[config.mk]
export PLATFORM = sky130hd
export DESIGN_NAME = spi_frame_master
export DESIGN_NICKNAME = d
export VERILOG_FILES = /design/src/rtl/spi_pkg.sv /design/src/rtl/spi_sclk_gen.sv /design/src/rtl/spi_frame_master.sv
export SDC_FILE = /design/constraint.sdc
export NUM_CORES = 1
export LEC_CHECK = 0
export ABC_AREA = 1
export BUFFER_PORTS_ARGS = -buffer_cell sky130_fd_sc_hd__buf_4
export CAP_MARGIN = 5
export CORE_MARGIN = 2
export CORE_UTILIZATION = 54
export DETAILED_ROUTE_END_ITERATION = 7
export PLACE_DENSITY = 0.81
export SYNTH_ARGS = -nofsm -noshare
export SYNTH_HDL_FRONTEND = slang
export SYNTH_HIERARCHICAL = 1
export SYNTH_SLANG_ARGS = --single-unit
[constraint.sdc]
create_clock -name clk -period 3 [get_ports clk]
set_input_delay 0.3 -clock clk [delete_from_list [all_inputs] [get_ports clk]]
set_output_delay 0.3 -clock clk [all_outputs]
set_load 0.1 [all_outputs]
[src/rtl/spi_pkg.sv]
// Shared definitions for the SPI frame master: state encoding, SPI mode constants
// ({cpol,cpha}) and the default frame width.
package spi_pkg;

    localparam int DEFAULT_FRAME_W = 40;

    localparam logic [1:0] MODE0 = 2'b00;
    localparam logic [1:0] MODE1 = 2'b01;
    localparam logic [1:0] MODE2 = 2'b10;
    localparam logic [1:0] MODE3 = 2'b11;

    typedef enum logic [2:0] {
        IDLE        = 3'd0,
        SETUP       = 3'd1,
        SHIFT_LEAD  = 3'd2,
        SHIFT_TRAIL = 3'd3,
        HOLD        = 3'd4
    } state_t;

endpackage

[src/rtl/spi_sclk_gen.sv]
// Half-period timer for the SPI frame master: counts clk_div+1 cycles per SCLK half
// and flags the end of each half as a leading- or trailing-edge strobe.
module spi_sclk_gen #(
    parameter int DIV_W = 8
) (
    input  logic             clk,
    input  logic             reset,
    input  logic             load,
    input  logic [DIV_W-1:0] load_div,
    input  logic [DIV_W-1:0] reload_div,
    input  logic             run,
    input  logic             in_lead,
    output logic             tick,
    output logic             lead_edge,
    output logic             trail_edge
);

    logic [DIV_W-1:0] cnt;

    // load seeds the first half straight from the port, later halves use the latched divider
    always_ff @(posedge clk) begin
        if (reset) begin
            cnt <= '0;
        end else if (load) begin
            cnt <= load_div;
        end else if (run) begin
            if (cnt == '0) begin
                cnt <= reload_div;
            end else begin
                cnt <= cnt - DIV_W'(1);
            end
        end
    end

    assign tick       = run && (cnt == '0);
    assign lead_edge  = tick && !in_lead;
    assign trail_edge = tick && in_lead;

endmodule

[src/rtl/spi_frame_master.sv]
// SPI master shifting one FRAME_W-bit frame MSB first in any of the four SPI modes.
// Define SPI_FRAME_MASTER_RX_EN to build the MISO receive register; otherwise rx_data is 0.
module spi_frame_master
    import spi_pkg::*;
#(
    parameter  int FRAME_W = DEFAULT_FRAME_W,
    parameter  int DIV_W   = 8,
    parameter  int NUM_CS  = 4,
    localparam int CS_W    = (NUM_CS > 1) ? $clog2(NUM_CS) : 1,
    localparam int CNT_W   = $clog2(FRAME_W + 1)
) (
    input  logic               clk,
    input  logic               reset,
    input  logic               start,
    input  logic [FRAME_W-1:0] frame_in,
    input  logic [CS_W-1:0]    cs_sel,
    input  logic [DIV_W-1:0]   clk_div,
    input  logic               cpol,
    input  logic               cpha,
    output logic               busy,
    output logic               done,
    output logic [NUM_CS-1:0]  spi_cs_l,
    output logic               spi_sclk,
    output logic               spi_data,
    input  logic               spi_miso,
    output logic [FRAME_W-1:0] rx_data,
    output logic [CNT_W-1:0]   counter
);

    state_t             state;
    logic [FRAME_W-1:0] tx_sr;
    logic [DIV_W-1:0]   div_q;
    logic               cpol_q;
    logic               cpha_q;
    logic               hold_end;
    logic               accept;
    logic               tick;
    logic               lead_edge;
    logic               trail_edge;

    assign accept = (state == IDLE) && start;

    // Out-of-range selects leave every chip select deasserted
    function automatic logic [NUM_CS-1:0] cs_decode(input logic [CS_W-1:0] sel);
        logic [NUM_CS-1:0] v;
        v = '1;
        for (int i = 0; i < NUM_CS; i++) begin
            if (sel == CS_W'(i)) v[i] = 1'b0;
        end
        return v;
    endfunction

    spi_sclk_gen #(.DIV_W(DIV_W)) u_sclk_gen (
        .clk        (clk),
        .reset      (reset),
        .load       (accept),
        .load_div   (clk_div),
        .reload_div (div_q),
        .run        (state != IDLE),
        .in_lead    (state == SHIFT_LEAD),
        .tick       (tick),
        .lead_edge  (lead_edge),
        .trail_edge (trail_edge)
    );

    always_ff @(posedge clk) begin
        if (reset) begin
            state    <= IDLE;
            busy     <= 1'b0;
            done     <= 1'b0;
            spi_cs_l <= '1;
            spi_sclk <= 1'b0;
            spi_data <= 1'b0;
            counter  <= '0;
            tx_sr    <= '0;
            div_q    <= '0;
            cpol_q   <= 1'b0;
            cpha_q   <= 1'b0;
            hold_end <= 1'b0;
        end else begin
            done <= 1'b0;
            case (state)
                IDLE: begin
                    if (start) begin
                        state    <= SETUP;
                        busy     <= 1'b1;
                        spi_cs_l <= cs_decode(cs_sel);
                        counter  <= CNT_W'(FRAME_W);
                        tx_sr    <= frame_in;
                        spi_data <= frame_in[FRAME_W-1];
                        div_q    <= clk_div;
                        cpol_q   <= cpol;
                        cpha_q   <= cpha;
                        spi_sclk <= cpol;
                        hold_end <= 1'b0;
                    end
                end
                SETUP: begin
                    if (lead_edge) begin
                        state    <= SHIFT_LEAD;
                        spi_sclk <= ~cpol_q;
                    end
                end
                SHIFT_LEAD: begin
                    // cpha=0 presents the next bit on the trailing edge
                    if (trail_edge) begin
                        state    <= SHIFT_TRAIL;
                        spi_sclk <= cpol_q;
                        if (!cpha_q && counter > CNT_W'(1)) begin
                            tx_sr    <= tx_sr << 1;
                            spi_data <= tx_sr[FRAME_W-2];
                        end
                    end
                end
                SHIFT_TRAIL: begin
                    // cpha=1 presents the next bit on the following leading edge
                    if (lead_edge) begin
                        counter <= counter - CNT_W'(1);
                        if (counter == CNT_W'(1)) begin
                            state <= HOLD;
                        end else begin
                            state    <= SHIFT_LEAD;
                            spi_sclk <= ~cpol_q;
                            if (cpha_q) begin
                                tx_sr    <= tx_sr << 1;
                                spi_data <= tx_sr[FRAME_W-2];
                            end
                        end
                    end
                end
                HOLD: begin
                    // One idle half period, then a single closing cycle that releases the slave
                    if (hold_end) begin
                        state    <= IDLE;
                        busy     <= 1'b0;
                        done     <= 1'b1;
                        spi_cs_l <= '1;
                        hold_end <= 1'b0;
                    end else if (tick) begin
                        hold_end <= 1'b1;
                    end
                end
                default: begin
                    state    <= IDLE;
                    busy     <= 1'b0;
                    spi_cs_l <= '1;
                    hold_end <= 1'b0;
                end
            endcase
        end
    end

`ifdef SPI_FRAME_MASTER_RX_EN
    logic [FRAME_W-1:0] rx_sr;
    logic               sample;

    // cpha=0 samples on entering a lead half, cpha=1 on entering a trail half
    assign sample = cpha_q ? trail_edge
                           : (lead_edge && (state == SETUP ||
                                            (state == SHIFT_TRAIL && counter > CNT_W'(1))));

    always_ff @(posedge clk) begin
        if (reset) begin
            rx_sr   <= '0;
            rx_data <= '0;
        end else begin
            if (sample) begin
                rx_sr <= {rx_sr[FRAME_W-2:0], spi_miso};
            end
            if (state == HOLD && hold_end) begin
                rx_data <= rx_sr;
            end
        end
    end
`else
    logic unused_miso;
    assign unused_miso = spi_miso;
    assign rx_data     = '0;
`endif

endmodule

Yosys cells after proc, flatten, opt, wreduce, memory -nomap -nowiden
Cells that the tools add are included.
{"block": "totals", "regBits": 75, "input_bits": 56, "out_inout_bits": 54, "word_cells": 107}
{"block": "classes", "addsub": 2, "order_cmp": 1, "n_eq_ne": 16, "n_mux": 48, "bitwise": 3, "reduce_logical": 24}
{"cell": "39-bit two-way mux", "count": 6}
{"cell": "39-bit case mux with 3 select lines", "count": 1}
{"cell": "8-bit two-way mux", "count": 3}
{"cell": "1-bit two-way mux", "count": 21}
{"cell": "3-bit two-way mux", "count": 6}
{"cell": "2-bit != test, second input constant", "count": 8}
{"cell": "3-bit case mux with 5 select lines", "count": 1}
{"cell": "6-bit two-way mux", "count": 2}
{"cell": "4-bit case mux with 3 select lines", "count": 1}
{"cell": "6-bit case mux with 2 select lines", "count": 1}
{"cell": "1-bit case mux with 3 select lines", "count": 3}
{"cell": "8-bit logical NOT", "count": 1}
{"cell": "4-bit two-way mux", "count": 2}
{"cell": "8-bit by 1-bit subtractor with 8-bit output, second input constant", "count": 1}
{"cell": "7-bit AND reduction", "count": 1}
{"cell": "3-bit by 2-bit equality test with 1-bit output, second input constant", "count": 2}
{"cell": "6-bit by 1-bit equality test with 1-bit output, second input constant", "count": 1}
{"cell": "6-bit by 1-bit > comparator with 1-bit output, second input constant", "count": 1}
{"cell": "3-bit AND reduction", "count": 2}
{"cell": "6-bit AND reduction", "count": 1}
{"cell": "3-bit nonzero test", "count": 2}
{"cell": "6-bit by 1-bit subtractor with 6-bit output, second input constant", "count": 1}
{"cell": "1-bit logical AND", "count": 5}
{"cell": "5-bit AND reduction", "count": 1}
{"cell": "other kinds (14)", "count": 20}

Logic depth before layout (Yosys ltp)
{"block": "depth", "word_depth": 5, "depth_mapped": 15, "mapped_depth_nobuf": 14}

Modules after synthesis
The synthesis kept the hierarchy.
{"mod": "spi_frame_master", "instances": 1, "cells_per_inst": 608, "area_per_inst_um2": 3742.3, "seq_area_each_um2": 1341.3}
{"mod": "spi_sclk_gen", "instances": 1, "cells_per_inst": 103, "area_per_inst_um2": 679.4, "seq_area_each_um2": 160.2}

Worst setup path after synthesis
No wires, ideal clock.
{"block": "synth_path", "path_type": "register to register", "from": "reg counter[0]", "to": "reg tx_sr[27]", "setup_ns": 0.113, "arrival_time_ns": 2.216, "t_required_ns": 2.887, "slack_ns": 0.671, "path_stages_with_launch": 13, "path_buffers": 2, "synth_period_minus_slack_ns": 2.329, "path_cell_list": "dfxtp_1 > inv_1 > ha_1 > inv_1 > nand2_1 > nand3_1 > nand2_1 > nand2_1 > nand3_2 > buf_6 > buf_6 > nor2_1 > nor2_1"}
{"block": "synth_via", "elab_chain_len": 4, "word_cells_on_any_way": 6, "classes_between": "order compare: 1; eq/ne: 3; reduce/logical: 2"}
{"element": "from (decl)", "line": "spi_frame_master.sv:27", "source": "output logic [CNT_W-1:0] counter"}
{"element": "from (signal assigned)", "line": "spi_frame_master.sv:88", "source": "counter <= CNT_W'(FRAME_W);"}
{"element": "from (signal assigned)", "line": "spi_frame_master.sv:118", "source": "counter <= counter - CNT_W'(1);"}
{"element": "6-bit by 1-bit > comparator with 1-bit output", "line": "spi_frame_master.sv:109", "source": "if (!cpha_q && counter > CNT_W'(1)) begin"}
{"element": "1-bit logical AND", "line": "spi_frame_master.sv:109"}
{"element": "2-bit != test (no line)"}
{"element": "7-bit AND reduction (no line) *"}
{"element": "to (signal assigned)", "line": "spi_frame_master.sv:89", "source": "tx_sr <= frame_in;"}
{"element": "to (signal assigned)", "line": "spi_frame_master.sv:110", "source": "tx_sr <= tx_sr << 1;"}
{"element": "to (signal assigned)", "line": "spi_frame_master.sv:125", "source": "tx_sr <= tx_sr << 1;"}
{"element": "to (decl)", "line": "spi_frame_master.sv:31", "source": "logic [FRAME_W-1:0] tx_sr;"}
Mark *: on every way between the ends. The rest lies on a longest branch, timed or not.
A chain may end at the register's enable or synchronous reset.

Worst setup path in the final report
{"block": "layout_path", "from": "reg u_sclk_gen.cnt[0]", "to": "reg tx_sr[36]"}
{"block": "layout_via", "elab_chain_len": 5, "word_cells_on_any_way": 7, "classes_between": "eq/ne: 2; reduce/logical: 5"}
{"element": "from (decl)", "line": "spi_sclk_gen.sv:18", "source": "logic [DIV_W-1:0] cnt;"}
{"element": "from (signal assigned)", "line": "spi_sclk_gen.sv:25", "source": "cnt <= load_div;"}
{"element": "from (signal assigned)", "line": "spi_sclk_gen.sv:28", "source": "cnt <= reload_div;"}
{"element": "from (signal assigned)", "line": "spi_sclk_gen.sv:30", "source": "cnt <= cnt - DIV_W'(1);"}
{"element": "8-bit logical NOT", "line": "spi_sclk_gen.sv:35", "source": "assign tick = run && (cnt == '0);"}
{"element": "1-bit logical AND", "line": "spi_sclk_gen.sv:35"}
{"element": "1-bit logical AND", "line": "spi_sclk_gen.sv:36", "source": "assign lead_edge = tick && !in_lead;"}
{"element": "named net lead_edge", "line": "spi_frame_master.sv:38", "source": "logic lead_edge;"}
{"element": "2-bit != test (no line)"}
{"element": "7-bit AND reduction (no line)"}
The timed path passes the listed nets, and every way through them passes these cells.

==> results.cfg <==
[run_status]
outcome = complete, no violations

[clock_network]
clock_sinks = 75
h-tree-depth = 3
cts_buffers = 9
clock_path_buffers = 2
cts_tree = done
root_buffer = clkbuf_8
clock_latency_ns = 0.36
clkTransAtPathRegs_ns = 0.08
cts_resized = 0
cts_setup_buffers = 0
hold_buffers = 0

[critical_path]
crit_path_max_fanout = 79
r2r_slack_ns = 0.47
crit_required_ns = 3.24
r2r_cells = 14
cp.arrival_ns = 2.77
critPathCaptureType = flop
worst_setup_path_start_kind = flop
path_class = reg -> reg

[floorplanning]
core-area_um2 = 8090
die_width_um = 94.5
io_pins = 110
num_rows = 33
die_y_um = 94.5
start_util_pct = 54.6
die_area_um2 = 8930

[cells_and_area]
final_net_count = 826
fin_area_um2 = 5010
drive_above_1_share_pct = 14.3
antennaDiodeCount = 0
fin_util_pct = 61.9
syn2layout_area_growth_pct = 13.3

[power]
p_sw_share_pct = 49.6
vdd_drop_max_mv = 0.677
pwr-share-comb_pct = 54.3
switchingPower_uw = 2430
clockPowerShare_pct = 15.6
internal_power_uw = 2470
pwr-share-seq_pct = 30.1
p_per_area_nw_per_um2 = 978
p_leak_uw = 0.00265

[routing]
via_per_inst = 4.84
antenna_left = 0
wl_per_cell_um = 10.8
firstDrtPassIters = 5
drt_iter0_drc = 159
wl_met3_um = 574
wirelength_met1_mm = 4.12
dr_wl_met2_mm = 4.61
vias = 4241
top_layer = met4
drc = 0
routed_wl_mm = 9.49

[sta]
maxSlewViolCount = 0
tightest_slew_ns = 0.714
fin_crit_sh_pct = 84.4
skew_ns = 0.0104
fin_tns_setup_ns = 0
setup_viol = 0
hold_viol = 0
rsz0062_at_grt = no
relSlewSlack_pct = 52.4
fin_ws_ns = 0.468
fin_crit_ns = 2.53
max_freq_mhz = 395

[global_routing]
grt_use_total_pct = 22.4
overflow = 0
grt_pass1_vias = 3839
grt_first_pass_wirelength_mm = 16.1
antenna_found_initial = 0
grt_max_degree = 80

[synth]
yosysWarningCount = 6
synthCells = 711
synth_top_area_cell = dfxtp_1
synth.cell_area_um2 = 4420
synth_flop_cell = dfxtp_1
yosysSeqAreaShare_pct = 34.0
netlist.area_leader.share_pct = 34.0
synth_edf_count = 0
synth_most_common_cell = nand2_1
ys_async_sr_fraction_pct = 0
syn_avg_cell_area_um2 = 6.22
synth_cell_type_count = 35
synth_seq_cells = 75
synth_area_leaders = dfxtp_1 (34%), nand2_1 (19%), nor2_1 (8.6%), nand3_1 (7.8%), inv_1 (7.3%)
yosys-top-cells-count = nand2_1 (229), nor2_1 (101), inv_1 (86), dfxtp_1 (75), nand3_1 (69)

[placed_design]
dp_slack_ns = 0.511
placed_area_um2 = 4820
gp_congestion = 0.883
dp_hpwl_mm = 6.47
io_buffers = 68

[hold_path]
hold_path_depth = 3
hold_class = in -> reg

[run]
cap_violations = 0
==> final timing paths <==
| check | end | startpoint |
|---|---|---|
| min | cpha_q$_SDFFE_PP0P_ | cpha |
| max reg2reg | tx_sr[36]$_SDFFE_PP0P_ | u_sclk_gen/cnt[0]$_SDFFE_PP0P_ |
| max | tx_sr[36]$_SDFFE_PP0P_ | u_sclk_gen/cnt[0]$_SDFFE_PP0P_ |
| min reg2reg | div_q[2]$_SDFFE_PP0P_ | div_q[2]$_SDFFE_PP0P_ |
==> sequential cells by signal, summed over array words and instances, names as in the netlist, 3 cells and up <==
name	count
state	3
spi_cs_l	4
tx_sr	39
counter	6
u_sclk_gen/cnt	8
div_q	8
==> placed cells by master (no fill, tap or decap), drive strengths merged, types with 8 or more instances in the layout <==
cell and count:
buf 76, a22oi 8, inv 89, a21oi 28, nor2 108, nand3 72, clkbuf 9, dfxtp 75
nand2 230, conb 40
==> area by class of cell <==
| class | count | area, um^2 |
|---|---|---|
| fillers | 801 | 3080 |
| multi-input cells | 514 | 2270 |
| flip-flops and latches | 75 | 1500 |
| repair buffers | 76 | 571 |
| inverters | 90 | 343 |
| well taps | 105 | 131 |
| clock buffers | 9 | 124 |
| clock inverters | 7 | 68.8 |
==> cell families after synthesis <==
logic type               Yosys count  share of synthesized area, %
flip-flops                        75                          34.0
AND/OR/NAND/NOR                  418                          39.6
AO/OA/AOI/OAI                     50                          6.85
adder cells (fa/ha/maj)            4                          1.13
XOR/XNOR                           2                         0.396
buffers and inverters            161                          18.0
other                              1                        0.0848
==> power groups by stage <==
stage,Sequential [uW],Combinational (uW),Clock [uW]
final,1470,2660,764
after global routing,1510,3010,817
after CTS,1470,2670,783
after detailed placement,1490,2650,0
after global placement,1480,2580,0
after floorplan,1710,2030,0
==> per-layer routing <==
metal / up-vias / GRT usage, %
met5: - / 0
met4: 0 / 9.78
met3: 15 / 3.43
met2: 123 / 40.5
met1: 1892 / 26.1
li1: 2211 / -
==> critical path: stages (launching register included) <==
cell	delay, ns
dfxtp_1	0.34
inv_1	0.10
ha_1	0.16
nand3_1	0.17
nor2_8	0.26
inv_6	0.08
nor3_1	0.22
inv_1	0.10
nand2_1	0.08
nand2_1	0.06
nor2_1	0.15
nand3_2	0.07
buf_4	0.34
nor2_1	0.20
nor2_1	0.07
==> per-stage QoR <==
| stage | cells | hold slack (ns) | power, uW |
|---|---|---|---|
| finish | 876 | 0.195 | 4900 |
| detailed placement | 860 | 0.457 | 4140 |
| floorplan | 750 | 0.369 | 3750 |
| global placement | 860 | 0.452 | 4060 |
| CTS | 876 | 0.185 | 4920 |
| global route | 876 | 0.203 | 5340 |
(Power assumes the default switching activity.)
